--- src/rtl/conv_sched.sv ---
// conv_sched: scheduler for a weight-stationary convolution array.
// One pass loads NW weight banks, then walks the kernel offsets (x, y)
// inside the output positions (X, Y), issuing shift/rewind strobes to the
// weight registers, and ends with a single-cycle finish pulse.
module conv_sched #(
    parameter int KSIZE = 3,
    parameter int OSIZE = 19,
    parameter int NW    = 16
) (
    input  logic       clk,
    input  logic       xrst,
    input  logic       start,
    input  logic       enable,
    output logic [3:0] w_raddr,
    output logic       w_load,
    output logic       shift_x,
    output logic       shift_y,
    output logic       rewind,
    output logic [1:0] x,
    output logic [1:0] y,
    output logic [4:0] X,
    output logic [4:0] Y,
    output logic       busy,
    output logic       finish
);

    localparam logic [1:0] S_IDLE = 2'd0;
    localparam logic [1:0] S_LOAD = 2'd1;
    localparam logic [1:0] S_RUN  = 2'd2;
    localparam logic [1:0] S_DONE = 2'd3;

    localparam logic [1:0] KMAX = 2'(KSIZE - 1);
    localparam logic [4:0] OMAX = 5'(OSIZE - 1);
    localparam logic [3:0] AMAX = 4'(NW - 1);

    logic [1:0] state;
    logic [1:0] nstate;
    logic       en_q;
    logic       armed;
    logic       issued_all;
    logic       nissued;
    logic       issue;
    logic [3:0] nraddr;
    logic [1:0] nx;
    logic [1:0] ny;
    logic [4:0] nX;
    logic [4:0] nY;

    // enable is registered: progress in a cycle is governed by the enable
    // sampled at the edge that opened it, so the registered strobes can be
    // computed one edge early and still describe the step taken at the end
    // of the cycle in which they are high.

    // Next-state and next-counter decode.
    always_comb begin
        nstate  = state;
        nraddr  = w_raddr;
        nissued = issued_all;
        issue   = 1'b0;
        nx      = x;
        ny      = y;
        nX      = X;
        nY      = Y;
        case (state)
            S_IDLE: begin
                if (start && armed) begin
                    nstate  = S_LOAD;
                    nraddr  = '0;
                    nissued = 1'b0;
                end
            end
            S_LOAD: begin
                if (issued_all) begin
                    // last w_load is being delivered this cycle
                    nstate  = S_RUN;
                    nraddr  = '0;
                    nissued = 1'b0;
                    nx      = '0;
                    ny      = '0;
                    nX      = '0;
                    nY      = '0;
                end else if (en_q) begin
                    issue = 1'b1;
                    if (w_raddr == AMAX) begin
                        nissued = 1'b1;
                    end else begin
                        nraddr = w_raddr + 4'd1;
                    end
                end
            end
            S_RUN: begin
                if (en_q) begin
                    if (x != KMAX) begin
                        nx = x + 2'd1;
                    end else begin
                        nx = '0;
                        if (y != KMAX) begin
                            ny = y + 2'd1;
                        end else begin
                            ny = '0;
                            if (X != OMAX) begin
                                nX = X + 5'd1;
                            end else begin
                                nX = '0;
                                if (Y != OMAX) begin
                                    nY = Y + 5'd1;
                                end else begin
                                    nY     = '0;
                                    nstate = S_DONE;
                                end
                            end
                        end
                    end
                end
            end
            S_DONE: begin
                nstate = S_IDLE;
            end
            default: begin
                nstate = S_IDLE;
            end
        endcase
    end

    // State, counters, address and the release/enable bookkeeping registers.
    always_ff @(posedge clk or negedge xrst) begin
        if (!xrst) begin
            state      <= S_IDLE;
            w_raddr    <= '0;
            issued_all <= 1'b0;
            x          <= '0;
            y          <= '0;
            X          <= '0;
            Y          <= '0;
            en_q       <= 1'b0;
            armed      <= 1'b0;
        end else begin
            state      <= nstate;
            w_raddr    <= nraddr;
            issued_all <= nissued;
            x          <= nx;
            y          <= ny;
            X          <= nX;
            Y          <= nY;
            en_q       <= enable;
            armed      <= 1'b1;
        end
    end

    // Registered strobes: look ahead at the next cycle's counters and enable.
    always_ff @(posedge clk or negedge xrst) begin
        if (!xrst) begin
            w_load  <= 1'b0;
            shift_x <= 1'b0;
            shift_y <= 1'b0;
            rewind  <= 1'b0;
            busy    <= 1'b0;
            finish  <= 1'b0;
        end else begin
            w_load  <= issue;
            shift_x <= enable && (nstate == S_RUN) && (nx != KMAX);
            shift_y <= enable && (nstate == S_RUN) && (nx == KMAX) && (ny != KMAX);
            rewind  <= enable && (nstate == S_RUN) && (nx == KMAX) && (ny == KMAX);
            busy    <= (nstate != S_IDLE);
            finish  <= (nstate == S_DONE);
        end
    end

endmodule

--- config.mk ---
export PLATFORM = sky130hd
export DESIGN_NAME = conv_sched
export DESIGN_NICKNAME = d
export VERILOG_FILES = /design/src/rtl/conv_sched.sv
export SDC_FILE = /design/constraint.sdc
export NUM_CORES = 1
export LEC_CHECK = 0
export BUFFER_PORTS_ARGS = -buffer_cell sky130_fd_sc_hd__buf_2
export CAP_MARGIN = 30
export CORE_AREA = 2 2 64 66
export CTS_BUF_LIST = sky130_fd_sc_hd__clkbuf_8 sky130_fd_sc_hd__clkbuf_16
export DETAILED_ROUTE_END_ITERATION = 10
export DIE_AREA = 0 0 66 68
export GPL_TIMING_DRIVEN = 0
export SLEW_MARGIN = 0
export SYNTH_ARGS = -nofsm -noshare
export SYNTH_HDL_FRONTEND = slang
export SYNTH_SLANG_ARGS = --single-unit
--- constraint.sdc ---
create_clock -name clk -period 3.07 [get_ports clk]
set_clock_uncertainty 0.1 [all_clocks]
set_input_delay 0.307 -clock clk [delete_from_list [all_inputs] [get_ports clk]]
set_output_delay 0.307 -clock clk [all_outputs]
set_load 0.05 [all_outputs]
==> impl_metrics.toml <==
[worst_hold_path]
whs_path_depth = 1
hold_end = "en_q"
min_from = "enable"
min_path_type = "primary input to flop"

[job]
drv_cap = 0

[pwr]
worst_ir_drop_vdd_v = 0.000437
p_leak_uw = 0.000912
powerDensity_nw_per_um2 = 935

[synth]
avgSynthCellArea_um2 = 9.91
ys_warn_count = 0
synth_edf_count = 0
seq_area_frac_synth = 0.446
netlist_area_um2 = 1630
syn_nets = 176
synth_cells = 164
synth.ff_latch_count = 29
async_flop_share = 1.00
synth_top_flop_cell = "dfrtp_1"
synth.distinct_cells = 42

[floorplanning]
die_area_um2 = 4490
die_w_um = 66
core_um2 = 3860
ios = 28
rows = 23
start_util = 0.421
die_h_um = 68

[grt]
antenna_found_initial = 0
grt_pass1_vias = 1270
grt_pass1_wl_mm = 5.68
grtUsageTotal = 0.169
grt_max_degree = 30
grt_overflow_total = 0

[route]
wl_per_cell_um = 13.4
wl_mm = 3.34
drt_iter0_markers = 60
routed_via_density = 5.43
drcViolationCount = 0
vias = 1351
ant_nets = 0
firstDrtPassIters = 4

[finish]
drive_above_1_share = 0.231
final_cell_mix = "dfrtp_1 (29), buf_2 (29), nand3_1 (13)"
fin_nets = 211
stdcell_area_um2 = 1920
n_antenna_cell = 0
syn2layout_area_growth_pct = 18.1

[timing]
finalCritPeriodShare = 0.621
tightest_slew_ps = 656
setup_viol = 0
timing.setup.tns_ps = 0
grt_setup_unrepaired = "false"
drv_slew = 0
slew_headroom = 0.563
finalHoldViolations = 0
period_minus_slack_ps = 1910
fmax_ghz = 0.525

[worst_setup_path]
reg2reg_depth = 6
path_max_fanout = 7
start_kind = "flop"
r2r_start = "state[1]"
worstSetupPathType = "flop to flop"
cp.arrival_ps = 1950
crit_path_end_kind = "flop"
worstPathRequired_ps = 3120
regToRegSetupSlack_ps = 1160
reg2reg_to = "shift_y"

[placement]
placed_area_um2 = 1820
io_buffers = 27
place_congestion = 0.840
hpwl_mm = 2.51

[outcome]
status = "complete, no violations"

[clocking]
cts_buffer_depth = 2
clock_latency_ps = 270
cts_buffers = 5
clock_tree.root_cell = "clkbuf_8"
cts_sinks = 29
cts_tree = "yes"
clkTransAtPathRegs_ps = 60
post_cts_resized = 0
cts_htree_levels = 2
[cell type report]
| cell class | count | area (µm²) |
|---|---|---|
| clock buffers | 6 | 82.6 |
| fillers | 390 | 1940 |
| inverters | 11 | 41.3 |
| flip-flops and latches | 29 | 726 |
| plain buffers | 2 | 10.0 |
| multi-input cells | 122 | 848 |
| well taps | 50 | 62.6 |
| repair buffers | 28 | 145 |
| clock inverters | 1 | 3.75 |
[sequential cells by signal, summed over array words and instances (netlist names)]
name / cells
armed: 1
en_q: 1
shift_y: 1
finish: 1
shift_x: 1
Y: 5
issued_all: 1
w_raddr: 4
X: 5
x: 2
y: 2
busy: 1
w_load: 1
state: 2
rewind: 1
[critical path, stage by stage (launching register included)]
cell and delay (ps):
dfrtp_1 420, inv_1 90, ha_1 210, nor2b_1 450
a211oi_1 110, o22a_1 240, nor4b_2 160
[per-stage QoR]
stage	power (µW)	setup WS (ps)	std cells	hold slack (ps)	util
4_1_cts	1820	1160	249	46.3	0.498
3_3_place_gp	1480	1150	241	262	0.473
5_1_grt	1940	914	249	46.9	0.498
2_1_floorplan	1280	1080	164	-88.6	-
6_report	1800	1160	249	55.9	0.498
3_5_place_dp	1500	1180	241	276	0.473
[kinds of logic (layout without fill, tap and decap cells)]
family                   Yosys count  count (layout)  synth area share
AO/OA/AOI/OAI                     44              44             0.197
other                              1               1           0.00231
flip-flops                        29              29             0.446
AND/OR/NAND/NOR                   67              67             0.250
adder cells (fa/ha/maj)            8               8            0.0616
XOR/XNOR                           2               2            0.0108
buffers and inverters             13              48            0.0316
[routing by layer]
| metal | vias to the layer above | wire length [µm] | global-route usage |
|---|---|---|---|
| met3 | 5 | 131 | 0.0559 |
| met1 | 647 | 1560 | 0.206 |
| met2 | 30 | 1590 | 0.278 |
| met5 | - | 0 | 0 |
| li1 | 669 | - | - |
| met4 | 0 | 54 | 0.0689 |
[repair_timing]
action / CTS / global route
endpoints found under the hold margin: 29 / 0
hold buffers: 1 / 0
buffers inserted: 0 / 0
[worst max-delay path by stage]
stage,startpoint,slack [ps],to
final,state[1],1160,shift_y
after detailed placement,state[1],1180,rewind
after global routing,state[1],910,shift_y
after global placement,state[1],1150,rewind
after floorplan,Y[1],1080,shift_y
after CTS,state[1],1160,rewind
[where the power goes]
group / internal [µW] / total (µW) / leakage, µW / switching (µW)
sequential: 465 / 551 / 0.000388 / 85.8
combinational: 277 / 936 / 0.000475 / 660
clock: 174 / 308 / 0.0000485 / 134
total: 916 / 1800 / 0.000912 / 880
[cells in the mapped netlist, types with 2 or more instances]
| master | instances | area share |
|---|---|---|
| nand2b_1 | 8 | 0.031 |
| nor3b_1 | 3 | 0.014 |
| buf_2 | 2 | 0.0062 |
| nor2b_1 | 5 | 0.019 |
| and4bb_2 | 2 | 0.015 |
| nand4_1 | 3 | 0.012 |
| o22ai_1 | 2 | 0.0077 |
| a21oi_1 | 2 | 0.0062 |
| a211oi_1 | 3 | 0.014 |
| nand2_1 | 11 | 0.025 |
| a22o_1 | 2 | 0.011 |
| nand3_1 | 13 | 0.040 |
| nand3b_1 | 2 | 0.0092 |
| inv_1 | 11 | 0.025 |
| and3b_1 | 2 | 0.011 |
| xor2_1 | 2 | 0.011 |
| o21ai_1 | 6 | 0.018 |
| ha_1 | 8 | 0.062 |
| o21ai_0 | 10 | 0.031 |
| o31ai_1 | 6 | 0.028 |
| o211ai_1 | 2 | 0.0092 |
| o21a_1 | 2 | 0.0092 |
| nor4bb_1 | 2 | 0.012 |
| o211ai_2 | 2 | 0.015 |
| nor2_1 | 8 | 0.018 |
| dfrtp_1 | 29 | 0.45 |
No activity file was read; power rests on OpenSTA's default activity.
